==> src/rtl/dvi_timing_ctrl.sv <==
// DVI/TMDS video timing generator: raster counters, sync/data-enable generation
// and pixel hand-off from an upstream valid/ready source into the three encoders.
module dvi_timing_ctrl #(
  parameter int H_ACTIVE        = 640,
  parameter int H_FP            = 16,
  parameter int H_SYNC          = 96,
  parameter int H_BP            = 48,
  parameter int V_ACTIVE        = 480,
  parameter int V_FP            = 10,
  parameter int V_SYNC          = 2,
  parameter int V_BP            = 33,
  parameter int SYNC_ACTIVE_LOW = 1
) (
  input  logic        clk,
  input  logic        rst_n,
  input  logic        enable,
  input  logic        pix_valid,
  input  logic [23:0] pix_data,
  output logic        pix_ready,
  output logic        de,
  output logic [1:0]  ctrl0,
  output logic [1:0]  ctrl1,
  output logic [1:0]  ctrl2,
  output logic [7:0]  red,
  output logic [7:0]  green,
  output logic [7:0]  blue,
  output logic        frame_start,
  output logic        line_start,
  output logic        underrun,
  input  logic        underrun_clr
);

  localparam int H_TOTAL = H_ACTIVE + H_FP + H_SYNC + H_BP;
  localparam int V_TOTAL = V_ACTIVE + V_FP + V_SYNC + V_BP;
  localparam int HW      = $clog2(H_TOTAL);
  localparam int VW      = $clog2(V_TOTAL);
  localparam int HX      = HW + 1;
  localparam int VX      = VW + 1;

  // Region bounds carry one spare bit so a sync that ends exactly at the total still fits.
  localparam logic [HW-1:0] H_LAST   = HW'(H_TOTAL - 1);
  localparam logic [VW-1:0] V_LAST   = VW'(V_TOTAL - 1);
  localparam logic [HX-1:0] H_ACT_E  = HX'(H_ACTIVE);
  localparam logic [HX-1:0] HS_BEG   = HX'(H_ACTIVE + H_FP);
  localparam logic [HX-1:0] HS_END   = HX'(H_ACTIVE + H_FP + H_SYNC);
  localparam logic [VX-1:0] V_ACT_E  = VX'(V_ACTIVE);
  localparam logic [VX-1:0] VS_BEG   = VX'(V_ACTIVE + V_FP);
  localparam logic [VX-1:0] VS_END   = VX'(V_ACTIVE + V_FP + V_SYNC);
  localparam logic          POL      = (SYNC_ACTIVE_LOW != 0);

  localparam logic [0:0] IDLE = 1'b0;
  localparam logic [0:0] RUN  = 1'b1;

  logic [0:0]    state;
  logic [HW-1:0] h_cnt;
  logic [VW-1:0] v_cnt;
  logic          h_last;
  logic          v_last;
  logic          running;
  logic          active;
  logic          hsync;
  logic          vsync;

  assign running = (state == RUN);
  assign h_last  = (h_cnt == H_LAST);
  assign v_last  = (v_cnt == V_LAST);
  assign active  = running && ({1'b0, h_cnt} < H_ACT_E) && ({1'b0, v_cnt} < V_ACT_E);
  assign hsync   = running && ({1'b0, h_cnt} >= HS_BEG) && ({1'b0, h_cnt} < HS_END);
  assign vsync   = running && ({1'b0, v_cnt} >= VS_BEG) && ({1'b0, v_cnt} < VS_END);

  assign pix_ready = active;
  assign ctrl1     = 2'b00;
  assign ctrl2     = 2'b00;

  // Leaving RUN is only considered on the last pixel of the frame, so frames never truncate.
  always_ff @(posedge clk or negedge rst_n) begin
    if (!rst_n) begin
      state <= IDLE;
      h_cnt <= '0;
      v_cnt <= '0;
    end else begin
      case (state)
        IDLE: begin
          if (enable) begin
            state <= RUN;
            h_cnt <= '0;
            v_cnt <= '0;
          end
        end
        RUN: begin
          if (h_last) begin
            h_cnt <= '0;
            if (v_last) begin
              v_cnt <= '0;
              if (!enable) state <= IDLE;
            end else begin
              v_cnt <= v_cnt + 1'b1;
            end
          end else begin
            h_cnt <= h_cnt + 1'b1;
          end
        end
        default: state <= IDLE;
      endcase
    end
  end

  always_ff @(posedge clk or negedge rst_n) begin
    if (!rst_n) begin
      de          <= 1'b0;
      ctrl0       <= {POL, POL};
      red         <= 8'h00;
      green       <= 8'h00;
      blue        <= 8'h00;
      line_start  <= 1'b0;
      frame_start <= 1'b0;
      underrun    <= 1'b0;
    end else begin
      de          <= active;
      ctrl0       <= {vsync ^ POL, hsync ^ POL};
      line_start  <= active && (h_cnt == '0);
      frame_start <= active && (h_cnt == '0) && (v_cnt == '0);
      if (active && pix_valid) begin
        red   <= pix_data[23:16];
        green <= pix_data[15:8];
        blue  <= pix_data[7:0];
      end else begin
        red   <= 8'h00;
        green <= 8'h00;
        blue  <= 8'h00;
      end
      // A fresh starvation outranks a clear in the same cycle.
      if (active && !pix_valid)
        underrun <= 1'b1;
      else if (underrun_clr)
        underrun <= 1'b0;
    end
  end

endmodule

==> config.mk <==
export PLATFORM = sky130hd
export DESIGN_NAME = dvi_timing_ctrl
export DESIGN_NICKNAME = d
export VERILOG_FILES = /design/src/rtl/dvi_timing_ctrl.sv
export SDC_FILE = /design/constraint.sdc
export NUM_CORES = 1
export LEC_CHECK = 0
export ABC_AREA = 1
export CAP_MARGIN = 20
export CORE_UTILIZATION = 30
export CTS_CLUSTER_DIAMETER = 150
export DETAILED_ROUTE_END_ITERATION = 12
export PLACE_DENSITY = 0.52
export SLEW_MARGIN = 20
export SYNTH_ARGS = -nofsm -noshare
export SYNTH_HDL_FRONTEND = slang
export SYNTH_SLANG_ARGS = --single-unit
==> constraint.sdc <==
create_clock -name clk -period 4.3 [get_ports clk]
set_clock_uncertainty 0.05 [all_clocks]
set_input_delay 0.86 -clock clk [delete_from_list [all_inputs] [get_ports clk]]
set_output_delay 0.86 -clock clk [all_outputs]
set_load 0.03 [all_outputs]
# Word-level counts from Yosys, hierarchy flattened
# Index checks and enable logic that the tools add are counted.
[op_classes]
order_cmp = 6
n_bitwise = 3
eq_ne = 4
addsub = 2
n_mux = 15
n_reduce_logical = 15
[op_table]
columns = ["op", "count"]
rows = [
  ["$mux 10", 4],
  ["$pmux 10 s2", 2],
  ["$mux 8", 3],
  ["$add 10x1->10 const B", 2],
  ["$eq 10x10->1 const B", 2],
  ["$logic_not 10->1", 2],
  ["$lt 10x10->1 const B", 2],
  ["$lt 10x9->1 const B", 2],
  ["$ge 10x10->1 const B", 1],
  ["$ge 10x9->1 const B", 1],
  ["$logic_and 1x1->1", 10],
  ["$mux 1", 5],
  ["$not 1->1", 3],
  ["$ne 2x1->1 const B", 1],
  ["$ne 2x2->1 const B", 1],
  ["$pmux 1 s2", 1],
  ["$reduce_and 2->1", 1],
  ["$reduce_bool 2->1", 1],
  ["$logic_not 1->1", 1],
]
[totals]
output_inout_bits = 35
word_cells = 56
inputBits = 29
ff_bits = 51

# Logic depth before layout (Yosys ltp)
# Gate-level depths: netlist of the first run.
[depth]
ltp_word = 5
mapped_depth = 9
mapped_depth_nobuf = 8

# Worst setup path after synthesis of the first run
# Ideal clock, no wire load.
[synth_timing]
kind = "register to output"
from = "register v_cnt[5]"
to = "output pix_ready"
slack_ps = 2423
t_required_ps = 3390
path_stages_with_launch = 4
arrival_ps = 967
cell_sequence = "dfrtp_1 -> nand2_1 -> nor2_4 -> nor3_4"
[synth_between]
elab_chain_len = 2
[synth_rtl]
columns = ["item", "line", "rtl"]
rows = [
  ["start: declaration", "56", "logic [VW-1:0] v_cnt;"],
  ["start signal: assignment", "97", "v_cnt <= v_cnt + 1'b1;"],
  ["$lt 10x9->1", "67", "assign active = running && ({1'b0, h_cnt} < H_ACT_E) && ({1'b0, v_cnt} < V_ACT_E);"],
  ["$logic_and 1x1->1", "67", ""],
  ["end: declaration", "19", "output logic pix_ready,"],
]
# No other way between the ends.

# Final worst setup path of the first run
[layout_timing]
from = "register state, in the netlist running"
to = "output pix_ready"
[layout_between]
elab_chain_len = 2
[layout_rtl]
columns = ["item", "line", "rtl"]
rows = [
  ["start: declaration", "54", "logic [0:0] state;"],
  ["start signal: assignment", "78", "state <= IDLE;"],
  ["start signal: assignment", "85", "state <= RUN;"],
  ["start signal: assignment", "95", "if (!enable) state <= IDLE;"],
  ["$logic_and 1x1->1 (2 in a row)", "67", ""],
]
# No other way between the ends.

==> key figures, run 1 <==
Run status
  – Status: finished, final reports clean

STA
  – Fmax: 0.315 GHz
  – Slew Viols, Final: 0
  – Period utilization: 0.739
  – Total negative slack: 0 ns
  – Min Tclk post-route: 3.18 ns
  – Slew HR: 0.547
  – RSZ-0062 raised after global routing: no
  – Setup-failing EPs final: 0
  – Final Worst Setup Slack: roughly 1.1 ns
  – Final hold slack: 0.311 ns
  – Final hold violations: 0
  – Slew @ Worst Pin: 0.679 ns

Setup path
  – Reg2reg end: blue[0]
  – Worst Path Required: 3.39 ns
  – Worst Reg-to-Reg Cells: 4
  – CP Cell Sequence: nand3_2, nor3_4, clkdlybuf4s50_1
  – Worst Path Buf+Inv: 1
  – CP Class: reg2out
  – Max Fanout on Critical Path: 18
  – CP arrival: between 2 and 2.5 ns
  – CP delay by family, top: flip-flops
  – Crit. End Element: output pin
  – R2R setup slack: about 2.3 ns
  – Slowest cell on crit path: dfrtp_1
  – Startpoint Class: flop
  – Crit-path max cell delay: around 0.8 ns
  – Worst flop-to-flop path startpoint: running

Hold path
  – Worst hold path type: in2async

Cells and area
  – Layout Nets: 404
  – Design area: 3320 sq um
  – Layout cells sized above 1: 0.118
  – Area grow syn2layout: 29.5%
  – Antenna diodes: 0
  – Final core utilization: 0.402
  – Finished Layout Cells: 477

Floorplan
  – Die Ht: 94.5 microns
  – Top Ports: 64
  – Die area: around 8900 sq um
  – Rows: 33
  – Core area: a little over 8000 sq um
  – Initial core utilization: 0.311
  – Die width: 94.5 microns

Clock network
  – Clock-pin slew on the worst setup and hold paths: 0.10 ns
  – CTS Buf Count: 5
  – Clock buffer depth: 2
  – CTS tree: yes
  – Post-CTS Setup Inserts: 0
  – # H-tree levels: 2
  – Clock Tree Root: clkbuf_8
  – Worst-Skew Late Latency: 0.31 ns
  – Clk sinks: 51
  – Post-cts sizing count: 0
  – Post-CTS Hold Buffers: 0

Global route
  – Vias in the first global route: 1936
  – Gr usage total: 0.136
  – Largest net degree at the start of global routing: 46
  – Total grt overflow: 0
  – Initial antenna violation count: 0
  – First-pass GRT wire length: 9290 microns

Detailed routing
  – Drt via density: around 4.2
  – Via count of the routed design: approximately 2.0k
  – Met3 WL: between 600 and 700 microns
  – Total Wirelength: 5430 microns
  – Drt drc: 0
  – Routed len/inst: 11.4 microns
  – Wire length on met2: ~2200 microns
  – DR top layer: met4
  – Post-route antenna net violation count: 0
  – WL met1: between 2000 and 3000 microns
  – First-pass iteration count of the detailed router: 4
  – Initial drt markers: roughly 120

Logic synthesis
  – Top cells by area, synth: dfrtp_1 48%, nand2_1 10%, inv_1 8.0%, nor2_2 5.1%, nand3_1 4.9%
  – Unique masters post-synth: 30
  – Post-synth EDFFs: 0
  – Synth cell count leaders: 68 x nand2_1, 55 x inv_1, 49 x dfrtp_1
  – Async set-reset flop share out of synthesis: 1.00
  – Area leader, netlist: dfrtp_1
  – Ys flop type: dfrtp_1
  – Yosys warnings: 0
  – Most frequent cell after synthesis: nand2_1
  – Register area share after synthesis: 0.499
  – Top cell type's share of synthesized area: 0.478
  – Yosys reg bits: between 50 and 60
  – Post-synthesis cell count: approximately 310
  – Cell area after synthesis: 2560 sq um
  – Synth Area per Inst: between 8 and 9 sq um

Placement
  – Cell count after placement: ~470
  – Post-DP HPWL: 3940 microns
  – Input/output buffers: 59
  – GPL Wtd Cong: approximately 0.81
  – DP Area: 3200 sq um
  – Post-Place Worst Slack: 1.46 ns

Pwr
  – Pwr Total: 0.886 mW
  – Pwr per Cell Area: ~270 nW/um^2
  – Worst VDD drop: 115 uV
  – Leak: about 1.6 nW

Run
  – Max cap viols: 0
sequential cells by signal, indices dropped and copies added (netlist names):
name	count
red	8
ctrl0	2
line_start	1
underrun	1
h_cnt	10
green	8
v_cnt	10
de	1
frame_start	1
blue	8
running	1
logic make-up after synthesis:
logic type	share of synthesized area
flops	0.499
fa+ha+maj	0.0195
xor+xnor	0.00683
compound gates	0.0512
other cells	0.00146
buf+inv	0.120
simple gates	0.303
layout make-up:
cell class,instances,area [sq um]
Fill cell,828,4940
Multi-Input combinational cell,198,991
Clock buffer,6,82.6
Timing Repair Buffer,60,593
Clock inverter,2,38.8
Inverter,55,206
Sequential cell,51,1280
Tap cell,105,131
per-layer routing:
metal  up-vias  GRT usage
met5         -          0
met2        75      0.190
met3         5     0.0644
li1       1060          -
met1       873      0.184
met4         0     0.0417
worst max path at each step:
stage          startpoint         to  slack (ns)  cells past startpoint
2_1_floorplan    v_cnt[5]  pix_ready        2.42                      3
3_3_place_gp      running  pix_ready        1.48                      3
3_5_place_dp      running  pix_ready        1.46                      3
4_1_cts           running  pix_ready        1.08                      3
5_1_grt           running  pix_ready        0.99                      3
6_report          running  pix_ready        1.12                      3
cells in the final DEF (no fill, tap or decap):
cell             synthesis  final
a21oi_1                  2      2
nand2_4                  2      2
o211ai_1                 1      1
nor3_4                   1      1
o21ai_1                  6      6
ha_1                     4      4
inv_6                    0      1
clkdlybuf4s50_1          0     58
nand4_1                  7      7
dfrtp_1                 49     49
o22ai_1                  2      2
nor2_1                  32     32
buf_4                    5      1
o21ai_2                  1      1
nand3_1                 25     25
nand3_2                  2      2
clkbuf_8                 0      6
xnor2_1                  1      1
nor2_4                   1      1
nand2_1                 68     68
conb_1                   1      4
o21ai_0                 11     11
xor2_1                   1      1
o21bai_1                 1      1
nor2_2                  21     21
inv_1                   55     55
or2_2                    1      1
nor4_1                   1      1
dfstp_2                  2      2
bufinv_16                0      1
nand2_2                  3      3
buf_2                    2      1
report_power, final:
part | switching [mW] | leakage (nW) | internal [mW] | total (mW)
sequential | 0.0000000000000000114 | 0.675 | 0.479 | 0.479
combinational | 0.0213 | 0.847 | 0.0238 | 0.0451
clock | 0.170 | 0.0618 | 0.192 | 0.361
Power figures use the tool's default switching activity.
==> run 2, diff against run 1 <==
--- a/config.mk
+++ b/config.mk
@@ -10,7 +10,7 @@
 export CORE_UTILIZATION = 30
 export CTS_CLUSTER_DIAMETER = 150
 export DETAILED_ROUTE_END_ITERATION = 12
-export PLACE_DENSITY = 0.52
+export PLACE_DENSITY = 0.54
 export SLEW_MARGIN = 20
 export SYNTH_ARGS = -nofsm -noshare
 export SYNTH_HDL_FRONTEND = slang
==> constraint.sdc (replaced) <==
create_clock -name clk -period 2.7 [get_ports clk]
set_clock_uncertainty 0.05 [all_clocks]
set_input_delay 0.54 -clock clk [delete_from_list [all_inputs] [get_ports clk]]
set_output_delay 0.54 -clock clk [all_outputs]
set_load 0.03 [all_outputs]
==> run 2 against run 1 <==
  * First-iteration DRC count is 28% lower
  * Combinational power grew 62%
  * Die area is the same
  * Register-to-register slack lost 1.3 ns
  * Wire length is 1.3% higher
  * Worst setup slack worse by 0.98 ns
  * Highest routed layer unchanged
==> key figures, run 2 (synthesized netlist as in run 1, its figures left out) <==
Cells and area
  – Area grow syn2layout: 28.9% (was 29.5%)
  – Antenna diodes: 0 (unchanged)
  – Area of the multi-input gates: 991 sq um (unchanged)
  – Commonest non-fill, non-tap cells in the layout: 68 x nand2_1, 58 x clkdlybuf4s50_1, 55 x inv_1, 49 x dfrtp_1, 32 x nor2_1 (unchanged)
  – Layout cells sized above 1: 0.123 (was 0.118)
  – Top flop regs: h_cnt x10, v_cnt x10 (unchanged)
  – Most common cell after layout, fill and taps aside: nand2_1 (unchanged)
  – # fillers: 840 (was 828)
  – Sequential cell area: 1280 sq um (unchanged)
  – Layout Nets: 406 (was 404)

Detailed routing
  – Routed len/inst: 11.5 microns (was 11.4 microns)
  – Via count of the routed design: 2043 (was 2013)
  – Post-route antenna net violation count: 0 (unchanged)
  – Drt via density: 4.27 (was 4.22)
  – Initial drt markers: 85 (was 118)
  – Total Wirelength: 5500 microns (was 5430 microns)
  – Drt drc: 0 (unchanged)
  – First-pass iteration count of the detailed router: 4 (unchanged)

Floorplan
  – Rows: 33 (unchanged)
  – Die width: 94.5 microns (unchanged)
  – Top Ports: 64 (unchanged)
  – Die area: 8920 sq um (unchanged)
  – Die Ht: 94.5 microns (unchanged)
  – Initial core utilization: 0.311 (unchanged)
  – Core area: 8260 sq um (unchanged)

STA
  – Slew @ Worst Pin: 0.669 ns (was 0.679 ns)
  – Fmax: 0.391 GHz
  – Slew HR: 0.553 (was 0.547)
  – Min Tclk post-route: between 2 and 3 ns
  – Period utilization: 0.947
  – RSZ-0062 raised after global routing: no (unchanged)
  – Total negative slack: 0 ns (unchanged)
  – Final hold violations: 0 (unchanged)
  – Slew Viols, Final: 0 (unchanged)
  – Setup-failing EPs final: 0 (unchanged)

Pwr
  – Worst VDD drop: 175 uV (was 115 uV)
  – Pwr Total: 1.30 mW (was 0.886 mW)
  – Comb power frac: 0.056 (was 0.051)
  – Leak: 1.58 nW (about the same)
  – Flop pwr share: 0.586 (was 0.541)
  – Net Sw Frac: 0.240 (was 0.216)
  – Internal power: 0.991 mW (was 0.695 mW)
  – Pwr per Cell Area: 394 nW/um^2 (was 267 nW/um^2)
  – Switching power: 0.312 mW (was 0.191 mW)
  – Clock power share: 0.358 (was 0.408)

Setup path
  – CP arrival: 1.97 ns (was 2.27 ns)
  – R2R setup slack: 0.97 ns (was 2.27 ns)
  – Critical Path Source: h_cnt[9] (was running)
  – Reg2reg end: v_cnt[8] (was blue[0])
  – Startpoint Class: flop (unchanged)
  – Max Fanout on Critical Path: 5 (was 18)
  – CP Class: reg2out (unchanged)
  – Worst Reg-to-Reg Cells: 8 (was 4)
  – Worst Path Required: 2.11 ns (was 3.39 ns)
  – Crit. End Element: output pin (unchanged)
  – Worst setup endpoint: pix_ready (unchanged)
  – Worst flop-to-flop path startpoint: h_cnt[0] (was running)

Clock network
  – Post-CTS Hold Buffers: 0 (unchanged)
  – CTS Buf Count: 5 (unchanged)
  – Clk sinks: 51 (unchanged)
  – Worst-Skew Late Latency: 0.31 ns (about the same)
  – Clock buffer depth: 2 (unchanged)
  – Clock-pin slew on the worst setup and hold paths: 0.10 ns (about the same)
  – Post-CTS Setup Inserts: 0 (unchanged)
  – Post-cts sizing count: 0 (unchanged)
  – Clock Tree Root: clkbuf_8 (unchanged)
  – CTS tree: yes (unchanged)
  – # H-tree levels: 2 (unchanged)

Placement
  – Post-DP HPWL: 4030 microns (was 3940 microns)
  – Input/output buffers: 59 (unchanged)
  – GPL Wtd Cong: 0.826 (was 0.813)

Run status
  – Status: finished, final reports clean (unchanged)

Run
  – Max cap viols: 0 (unchanged)

Global route
  – First-pass GRT wire length: 9360 microns (was 9290 microns)
  – Vias in the first global route: 1966 (was 1936)
  – Initial antenna violation count: 0 (unchanged)
  – Gr usage total: 0.136 (about the same)
  – Total grt overflow: 0 (unchanged)
  – Largest net degree at the start of global routing: 25 (was 46)

Hold path
  – Worst hold path type: in2async (unchanged)
## run 2: layer usage
layer | track usage | wire [microns] | up-vias
met5 | 0 | 0 | -
met4 | 0.0379 | 44 | 0
met3 | 0.0652 | 647 | 4
met2 | 0.182 | 2110 | 83
met1 | 0.194 | 2700 | 884
li1 | - | - | 1072
## run 2: critical path: stages (launching register included)
cell             delay, ns
dfrtp_1               0.43
nand2_1               0.15
nand3_2               0.10
nor3_4                0.24
clkdlybuf4s50_1       0.73
## run 2: worst min path at each step
stage              from  depth (start not counted)  slack, ns       end
3_5_place_dp   h_cnt[8]                          2       0.47  h_cnt[8]
5_1_grt           rst_n                          1       0.19   blue[5]
3_3_place_gp   underrun                          2       0.46  underrun
2_1_floorplan     rst_n                          0       0.19   blue[0]
6_report          rst_n                          1       0.15   blue[5]
4_1_cts           rst_n                          1       0.17        de
## run 2: cell type report
type,count,area share
Sequential cell,51,0.387
Multi-Input combinational cell,198,0.300
Timing Repair Buffer,62,0.184
Inverter,55,0.0624
Tap cell,105,0.0397
Clock buffer,5,0.0208
Clock inverter,3,0.00681
## run 2: power by group through the flow
stage	logic, mW	clock network, mW	registers, mW
floorplan	0.0214	0	0.779
global placement	0.0755	0	0.778
detailed placement	0.0753	0	0.778
CTS	0.0753	0.490	0.763
global route	0.0834	0.524	0.764
finish	0.0732	0.466	0.763
## run 2: through the flow
stage | setup WS [ns] | instances | cell area (sq um) | hold slack [ns] | utilization
finish | 0.144 | 479 | 3310 | 0.146 | 0.400
global route | 0.0430 | 479 | 3310 | 0.193 | 0.400
CTS | 0.138 | 479 | 3310 | 0.166 | 0.400
detailed placement | 0.496 | 471 | 3220 | 0.471 | 0.389
global placement | 0.514 | 471 | 3220 | 0.462 | 0.389
floorplan | 1.14 | 317 | 2580 | 0.194 | -
